`src/rtl/seg_pkg.sv`:
```
// Segment glyphs, BCD-to-segment decode and converter state enum for the scan mux.
// Latency: none, declarations only.
// Backpressure: none.
package seg_pkg;

  // Active-low glyphs, bit order g..a.
  localparam logic [6:0] SEG_D0    = 7'b1000000;
  localparam logic [6:0] SEG_D1    = 7'b1111001;
  localparam logic [6:0] SEG_D2    = 7'b0100100;
  localparam logic [6:0] SEG_D3    = 7'b0110000;
  localparam logic [6:0] SEG_D4    = 7'b0011001;
  localparam logic [6:0] SEG_D5    = 7'b0010010;
  localparam logic [6:0] SEG_D6    = 7'b0000010;
  localparam logic [6:0] SEG_D7    = 7'b1111000;
  localparam logic [6:0] SEG_D8    = 7'b0000000;
  localparam logic [6:0] SEG_D9    = 7'b0010000;
  localparam logic [6:0] SEG_DASH  = 7'b0111111;
  localparam logic [6:0] SEG_BLANK = 7'b1111111;

  typedef enum logic [1:0] {
    ST_IDLE,
    ST_SHIFT,
    ST_DONE
  } conv_state_t;

  // Non-decimal codes never reach the display; they map to blank.
  function automatic logic [6:0] bcd_to_seg(input logic [3:0] d);
    case (d)
      4'd0:    bcd_to_seg = SEG_D0;
      4'd1:    bcd_to_seg = SEG_D1;
      4'd2:    bcd_to_seg = SEG_D2;
      4'd3:    bcd_to_seg = SEG_D3;
      4'd4:    bcd_to_seg = SEG_D4;
      4'd5:    bcd_to_seg = SEG_D5;
      4'd6:    bcd_to_seg = SEG_D6;
      4'd7:    bcd_to_seg = SEG_D7;
      4'd8:    bcd_to_seg = SEG_D8;
      4'd9:    bcd_to_seg = SEG_D9;
      default: bcd_to_seg = SEG_BLANK;
    endcase
  endfunction

  // Decimal digits needed for the largest w-bit value: floor(w*log10(2))+1.
  function automatic int bcd_digits(input int w);
    return (w * 30103) / 100000 + 1;
  endfunction

endpackage

```
`src/rtl/bin2bcd_seq.sv`:
```
// Sequential double-dabble binary-to-BCD converter, one add-3/shift step per clock.
// Latency: start edge -> VAL_W shift edges -> one DONE cycle (done_o high, bcd_o valid).
// Backpressure: start_i is only accepted while busy_o is low; no stall once running.
module bin2bcd_seq
  import seg_pkg::*;
#(
  parameter int VAL_W  = 16,
  parameter int DIGITS = 5
) (
  input  logic                  clk,
  input  logic                  rst,
  input  logic                  start_i,
  input  logic [VAL_W-1:0]      bin_i,
  output logic                  busy_o,
  output logic                  done_o,
  output logic [4*DIGITS-1:0]   bcd_o
);

  localparam int SR_W  = 4 * DIGITS + VAL_W;
  localparam int CNT_W = $clog2(VAL_W + 1);

  conv_state_t      state_q;
  logic [SR_W-1:0]  sr_q;
  logic [SR_W-1:0]  adj_d;
  logic [CNT_W-1:0] cnt_q;
  logic             done_q;

  // Add 3 to every BCD digit that is 5 or more, ahead of the shift.
  always_comb begin
    adj_d = sr_q;
    for (int d = 0; d < DIGITS; d++) begin
      if (sr_q[VAL_W+4*d +: 4] >= 4'd5) begin
        adj_d[VAL_W+4*d +: 4] = sr_q[VAL_W+4*d +: 4] + 4'd3;
      end
    end
  end

  // Converter FSM: load on start, VAL_W correction/shift steps, one DONE cycle.
  always_ff @(posedge clk) begin
    if (rst) begin
      state_q <= ST_IDLE;
      sr_q    <= '0;
      cnt_q   <= '0;
      done_q  <= 1'b0;
    end else begin
      case (state_q)
        ST_IDLE: begin
          done_q <= 1'b0;
          if (start_i) begin
            sr_q    <= {{(4*DIGITS){1'b0}}, bin_i};
            cnt_q   <= '0;
            state_q <= ST_SHIFT;
          end
        end
        ST_SHIFT: begin
          sr_q  <= {adj_d[SR_W-2:0], 1'b0};
          cnt_q <= cnt_q + 1'b1;
          if (cnt_q == CNT_W'(VAL_W - 1)) begin
            state_q <= ST_DONE;
            done_q  <= 1'b1;
          end
        end
        ST_DONE: begin
          state_q <= ST_IDLE;
          done_q  <= 1'b0;
        end
        default: begin
          state_q <= ST_IDLE;
          done_q  <= 1'b0;
        end
      endcase
    end
  end

  assign busy_o = (state_q != ST_IDLE);
  assign done_o = done_q;
  assign bcd_o  = sr_q[SR_W-1:VAL_W];

endmodule

```
`src/rtl/seg_scan_mux.sv`:
```
// Two-channel multiplexed 7-segment driver: binary values converted to BCD and scanned out.
// Latency: upd edge to display-register write is VAL_W+2 edges when idle; seg/an are registered.
// Backpressure: none; repeat updates coalesce into a per-channel shadow. Blink via SEG_SCAN_BLINK_EN.
module seg_scan_mux
  import seg_pkg::*;
#(
  parameter int NUM_DIGITS = 8,
  parameter int VAL_W      = 16,
  parameter int SCAN_DIV   = 10000,
  parameter int GAP        = 100
`ifdef SEG_SCAN_BLINK_EN
  , parameter int BLINK_DIV = 50_000_000
`endif
) (
  input  logic                  clk,
  input  logic                  rst,
  input  logic [VAL_W-1:0]      val_a,
  input  logic [VAL_W-1:0]      val_b,
  input  logic                  upd_a,
  input  logic                  upd_b,
  input  logic [NUM_DIGITS-1:0] dp_mask,
  input  logic                  lzb,
`ifdef SEG_SCAN_BLINK_EN
  input  logic [NUM_DIGITS-1:0] blink_mask,
`endif
  output logic                  busy,
  output logic [7:0]            seg,
  output logic [NUM_DIGITS-1:0] an
);

  localparam int HALF     = NUM_DIGITS / 2;
  localparam int CONV_DIG = (bcd_digits(VAL_W) > HALF) ? bcd_digits(VAL_W) : HALF;
  localparam int DIG_W    = $clog2(NUM_DIGITS);
  localparam int SLOT_W   = (SCAN_DIV > 1) ? $clog2(SCAN_DIV) : 1;

  logic [VAL_W-1:0]      shadow_a_q, shadow_b_q;
  logic                  pend_a_q, pend_b_q;
  logic                  last_b_q, cur_b_q;
  logic                  sel_b, conv_start;
  logic [VAL_W-1:0]      conv_bin;
  logic                  conv_busy, conv_done, conv_ovf;
  logic [4*CONV_DIG-1:0] conv_bcd;

  logic [4*HALF-1:0]     disp_a_q, disp_b_q;
  logic                  ovf_a_q, ovf_b_q;

  logic [SLOT_W-1:0]     slot_q, slot_d;
  logic [DIG_W-1:0]      dig_q, dig_d;
  logic [7:0]            seg_q, seg_d;
  logic [NUM_DIGITS-1:0] an_q, an_d;

  // Round-robin pick: when both channels wait, the one not served last goes first.
  always_comb begin
    sel_b      = pend_b_q && (!pend_a_q || !last_b_q);
    conv_start = (pend_a_q || pend_b_q) && !conv_busy;
    conv_bin   = sel_b ? shadow_b_q : shadow_a_q;
  end

  // Capture update requests; a new pulse always wins over the clear caused by a start.
  always_ff @(posedge clk) begin
    if (rst) begin
      shadow_a_q <= '0;
      shadow_b_q <= '0;
      pend_a_q   <= 1'b0;
      pend_b_q   <= 1'b0;
      last_b_q   <= 1'b1;
      cur_b_q    <= 1'b0;
    end else begin
      if (upd_a) shadow_a_q <= val_a;
      if (upd_b) shadow_b_q <= val_b;
      if (upd_a)                      pend_a_q <= 1'b1;
      else if (conv_start && !sel_b)  pend_a_q <= 1'b0;
      if (upd_b)                      pend_b_q <= 1'b1;
      else if (conv_start && sel_b)   pend_b_q <= 1'b0;
      if (conv_start) begin
        last_b_q <= sel_b;
        cur_b_q  <= sel_b;
      end
    end
  end

  bin2bcd_seq #(
    .VAL_W  (VAL_W),
    .DIGITS (CONV_DIG)
  ) u_conv (
    .clk     (clk),
    .rst     (rst),
    .start_i (conv_start),
    .bin_i   (conv_bin),
    .busy_o  (conv_busy),
    .done_o  (conv_done),
    .bcd_o   (conv_bcd)
  );

  // Any non-zero digit above the displayed half means the value does not fit.
  if (CONV_DIG > HALF) begin : g_ovf
    assign conv_ovf = |conv_bcd[4*CONV_DIG-1:4*HALF];
  end else begin : g_no_ovf
    assign conv_ovf = 1'b0;
  end

  // Display registers change only on the converter's DONE cycle.
  always_ff @(posedge clk) begin
    if (rst) begin
      disp_a_q <= '0;
      disp_b_q <= '0;
      ovf_a_q  <= 1'b0;
      ovf_b_q  <= 1'b0;
    end else if (conv_done) begin
      if (cur_b_q) begin
        disp_b_q <= conv_bcd[4*HALF-1:0];
        ovf_b_q  <= conv_ovf;
      end else begin
        disp_a_q <= conv_bcd[4*HALF-1:0];
        ovf_a_q  <= conv_ovf;
      end
    end
  end

`ifdef SEG_SCAN_BLINK_EN
  localparam int BLK_W = (BLINK_DIV > 1) ? $clog2(BLINK_DIV) : 1;
  logic [BLK_W-1:0] blk_cnt_q;
  logic             blink_phase_q, blink_phase_d;

  always_comb blink_phase_d = (blk_cnt_q == BLK_W'(BLINK_DIV - 1)) ? ~blink_phase_q : blink_phase_q;

  // Free-running blink phase; phase 1 is the off half.
  always_ff @(posedge clk) begin
    if (rst) begin
      blk_cnt_q     <= '0;
      blink_phase_q <= 1'b0;
    end else begin
      blink_phase_q <= blink_phase_d;
      if (blk_cnt_q == BLK_W'(BLINK_DIV - 1)) blk_cnt_q <= '0;
      else                                    blk_cnt_q <= blk_cnt_q + 1'b1;
    end
  end
`endif

  // Next slot position; outputs are derived from it so they line up with the counter.
  always_comb begin
    slot_d = slot_q + 1'b1;
    dig_d  = dig_q;
    if (slot_q == SLOT_W'(SCAN_DIV - 1)) begin
      slot_d = '0;
      dig_d  = (dig_q == DIG_W'(NUM_DIGITS - 1)) ? '0 : dig_q + 1'b1;
    end
  end

  logic              is_b, ovf_sel, upper_zero;
  logic [DIG_W-1:0]  pos;
  int                pos_i;
  logic [4*HALF-1:0] disp_sel;
  logic [3:0]        nib;
  logic [6:0]        glyph;

  // Glyph and anode pattern for the digit in the upcoming slot.
  always_comb begin
    is_b       = (dig_d >= DIG_W'(HALF));
    pos        = is_b ? dig_d - DIG_W'(HALF) : dig_d;
    pos_i      = int'(pos);
    disp_sel   = is_b ? disp_b_q : disp_a_q;
    ovf_sel    = is_b ? ovf_b_q : ovf_a_q;
    nib        = disp_sel[4*pos_i +: 4];
    upper_zero = ((disp_sel >> (4 * pos_i)) == '0);
    if (ovf_sel)                                 glyph = SEG_DASH;
    else if (lzb && (pos != '0) && upper_zero)   glyph = SEG_BLANK;
    else                                         glyph = bcd_to_seg(nib);
    seg_d = {~dp_mask[dig_d], glyph};
`ifdef SEG_SCAN_BLINK_EN
    if (blink_phase_d && blink_mask[dig_d]) seg_d = 8'hFF;
`endif
    an_d = '1;
    if (slot_d >= SLOT_W'(GAP)) an_d[dig_d] = 1'b0;
  end

  // Scan counters and registered pin outputs.
  always_ff @(posedge clk) begin
    if (rst) begin
      slot_q <= '0;
      dig_q  <= '0;
      seg_q  <= 8'hFF;
      an_q   <= '1;
    end else begin
      slot_q <= slot_d;
      dig_q  <= dig_d;
      seg_q  <= seg_d;
      an_q   <= an_d;
    end
  end

  assign seg  = seg_q;
  assign an   = an_q;
  assign busy = conv_busy || pend_a_q || pend_b_q;

endmodule
```
`config.mk`:
```
export PLATFORM = sky130hd
export DESIGN_NAME = seg_scan_mux
export DESIGN_NICKNAME = d
export VERILOG_FILES = /design/src/rtl/seg_pkg.sv /design/src/rtl/bin2bcd_seq.sv /design/src/rtl/seg_scan_mux.sv
export SDC_FILE = /design/constraint.sdc
export NUM_CORES = 1
export LEC_CHECK = 0
export BUFFER_PORTS_ARGS = -buffer_cell sky130_fd_sc_hd__buf_2
export CORE_ASPECT_RATIO = 1.1
export CORE_UTILIZATION = 35
export DETAILED_ROUTE_END_ITERATION = 8
export GPL_TIMING_DRIVEN = 1
export HOLD_SLACK_MARGIN = 0.1
export PLACE_DENSITY = 0.56
export SLEW_MARGIN = 10
export SYNTH_ARGS = -nofsm -noshare
export SYNTH_HDL_FRONTEND = slang
export SYNTH_SLANG_ARGS = --single-unit
export TNS_END_PERCENT = 30
```
`constraint.sdc`:
```
create_clock -name clk -period 5.1 [get_ports clk]
set_clock_uncertainty 0.2 [all_clocks]
set_input_delay 1.53 -clock clk [delete_from_list [all_inputs] [get_ports clk]]
set_output_delay 1.53 -clock clk [all_outputs]
set_load 0.02 [all_outputs]
```
==> impl_metrics.toml <==
[outcome]
status = "completed"

[cts]
htreeDepth = 4
cts_made_buffers = 17
clkTransAtPathRegs_ps = 70
root_buffer = "clkbuf_16"
clk-insertion-delay-late_ps = 420
cts-hold-fix-buffers = 0
clock_path_buffers = 2
cts_tree = "done"
cts_sinks = 147
cts_setup_buffers = 0
postCtsResizedCells = 0

[global_routing]
antenna_found_initial = 0
grt_max_degree = 75
grt_pass1_vias = 5361
grtUsageTotal = 0.173
overflow = 0
grt_pass1_wl_um = 27100

[sta]
hold-worst-slack_ps = 256
rsz0062_at_grt = "false"
hold_violations = 0
setup_viol = 0
maxSlewViolCount = 0
worst_slew_pin_slew_ps = 979
fin_tns_setup_ps = 0
fin_crit_sh = 0.832
timing.fmax_ghz = 0.236
slew-limit-headroom = 0.347
fin_crit_ps = 4240

[floorplan]
num_rows = 52
die_area_mm2 = 0.0198
dieHeight_um = 147
io_pins = 62
core_mm2 = 0.0186
die_w_um = 134
start_util = 0.361

[worst_setup_path]
worstPathArrival_ps = 4340
reg2reg_to = "seg[2]"
cp-end-kind = "register"
rr_startpoint = "slot_q[0]"
cp-start-kind = "register"
path_class = "register to register"
crit_fanout = 12
cp.required_ps = 5200
r2r_cells = 13
r2r_slack_ps = 860

[pwr]
switching_share = 0.264
power_leakage_uw = 0.00290
p_clk_frac = 0.466
p_seq_frac = 0.469
intPower_uw = 1890
p_switching_uw = 675
power_frac_comb = 0.065
powerDensity_mw_per_mm2 = 328
ir_drop_mv = 0.287

[placed_design]
dp_cells = 1059
hpwl_um = 10900
place.gp.congestion = 0.854
io_buffers = 61

[synth]
synth.yosys.seq_area_share = 0.438
ys_seq_elements = 147
synth_cells = 792
ys.flop_type = "dfxtp_1"
postSynthAreaPerCell_um2 = 8.49
syn_area_mm2 = 0.00673
synth-edff-count = 0
synth_nets = 858
ys_types = 57
synth-async-reset-ratio = 0
yosysWarningCount = 0

[final_layout]
multi_input_area_mm2 = 0.00354
n_antenna_cell = 0
finalNetCount = 901
syn2layout_area_growth_pct = 16.0
final_layout_size_suffix_gt1_frac = 0.144
final_cells = 1091
fillCellCount = 1925
seqCellArea_mm2 = 0.00294

[route]
drtIter0Drc = 433
routedWlPerCell_um = 14.8
drc = 0
ant_nets = 0
avgViaCountPerCell = 5.12
drt_wl_total_um = 16100
vias = 5591
dr.pass1.iters = 5

[hold_path]
hold_path.class = "register to register"
hold_start = "slot_q[0]"
hold_path_end = "slot_q[0]"
holdPathStages = 1

[job]
maxCapViolCount = 0
==> worst max-delay path, stage by stage, from the launching register on <==
cell	delay, ps
dfxtp_1	370
ha_1	250
nand3_1	320
nor4_2	660
mux2_2	440
a2111oi_0	110
a211oi_1	710
inv_1	200
ha_1	270
nand2_1	60
a221o_1	150
o22ai_1	90
a21oi_2	200
o21ai_1	100
==> how the worst max path moves through the flow <==
stage | depth (start not counted) | from | end
finish | 13 | slot_q[0] | seg[2]
detailed placement | 13 | slot_q[0] | seg[2]
global route | 13 | slot_q[0] | seg[2]
floorplan | 13 | slot_q[8] | seg[1]
CTS | 13 | slot_q[0] | seg[2]
global placement | 13 | slot_q[0] | seg[3]
==> layer usage <==
metal | global-route usage | share of wire | vias up | wire length [um]
li1 | - | - | 2874 | -
met1 | 0.228 | 0.49 | 2606 | 7820
met2 | 0.276 | 0.47 | 103 | 7510
met3 | 0.0398 | 0.042 | 8 | 675
met4 | 0.0601 | 0.0066 | 0 | 106
met5 | 0 | 0 | - | 0
==> logic make-up after synthesis <==
group,count (synthesis),synth area share
simple gates,313,0.212
flops,147,0.437
fa+ha+maj,21,0.0391
buf+inv,66,0.0372
xor+xnor,19,0.0247
mux,57,0.0934
compound gates,169,0.156
==> through the flow <==
| step | instance area, um2 | utilization | power (uW) | setup WS, ps |
|---|---|---|---|---|
| 6_report | 7800 | 0.419 | 2560 | 859 |
| 5_1_grt | 7800 | 0.419 | 2680 | 455 |
| 4_1_cts | 7800 | 0.419 | 2590 | 825 |
| 3_5_place_dp | 7240 | 0.389 | 1400 | 822 |
| 3_3_place_gp | 7240 | 0.389 | 1400 | 912 |
| 2_1_floorplan | 6730 | - | 1340 | 1320 |
==> cells in the final DEF, fill, tap and decap left out, types with 7 or more instances in the layout <==
cell type  instances
dfxtp_1          147
nand2_1          121
nor2_1            85
a21oi_1           72
buf_2             60
mux2i_1           47
nand3_1           35
a22oi_1           28
ha_1              21
inv_1             19
o21ai_0           18
nor3_1            17
clkbuf_16         17
a31oi_1           13
buf_4             11
nand2b_1          10
xnor2_1           10
xor2_1             9
o21ai_1            7
inv_6              7
==> Yosys cell counts (3+ instances only) <==
| master | n | area [um2] |
|---|---|---|
| dfxtp_1 | 147 | 2940 |
| ha_1 | 21 | 263 |
| clkbuf_1 | 41 | 154 |
| inv_1 | 19 | 71.3 |
| o21bai_1 | 3 | 22.5 |
| a22oi_1 | 28 | 210 |
| a21oi_1 | 72 | 360 |
| nand2b_1 | 10 | 62.6 |
| mux2_2 | 5 | 56.3 |
| o21ai_1 | 7 | 35.0 |
| nor3_1 | 17 | 85.1 |
| and3_1 | 5 | 31.3 |
| nor2_1 | 86 | 323 |
| xor2_1 | 9 | 78.8 |
| nor3b_1 | 5 | 37.5 |
| and4_1 | 3 | 26.3 |
| nand2_1 | 121 | 454 |
| mux2i_1 | 47 | 470 |
| o21ai_0 | 18 | 90.1 |
| and2_1 | 4 | 25.0 |
| or3_1 | 4 | 25.0 |
| nor4_1 | 6 | 37.5 |
| a31oi_1 | 13 | 81.3 |
| buf_1 | 4 | 15.0 |
| a211oi_1 | 3 | 22.5 |
| nand3_1 | 35 | 175 |
| mux4_2 | 4 | 90.1 |
| o211ai_1 | 3 | 22.5 |
| xnor2_1 | 10 | 87.6 |
| nand4_1 | 5 | 31.3 |
==> state kept, by name (all words and copies together), names as in the netlist, 5 cells and up <==
signal        count
an                8
seg               8
disp_a_q         16
u_conv.sr_q      36
u_conv.cnt_q      5
shadow_a_q       16
shadow_b_q       16
disp_b_q         16
slot_q           14
==> power groups by stage <==
stage	combinational, uW	sequential, uW	clock [uW]
6_report	168	1200	1190
5_1_grt	189	1210	1280
4_1_cts	172	1200	1220
3_5_place_dp	171	1230	0
3_3_place_gp	170	1230	0
2_1_floorplan	109	1230	0
==> area by class of cell <==
class,instances,area share
multi-input cells,579,0.453
inverters,19,0.00914
well taps,243,0.0390
repair buffers,71,0.0491
flip-flops and latches,147,0.377
clock buffers,17,0.0545
clock inverters,15,0.0176
Power figures use the tool's default switching activity.
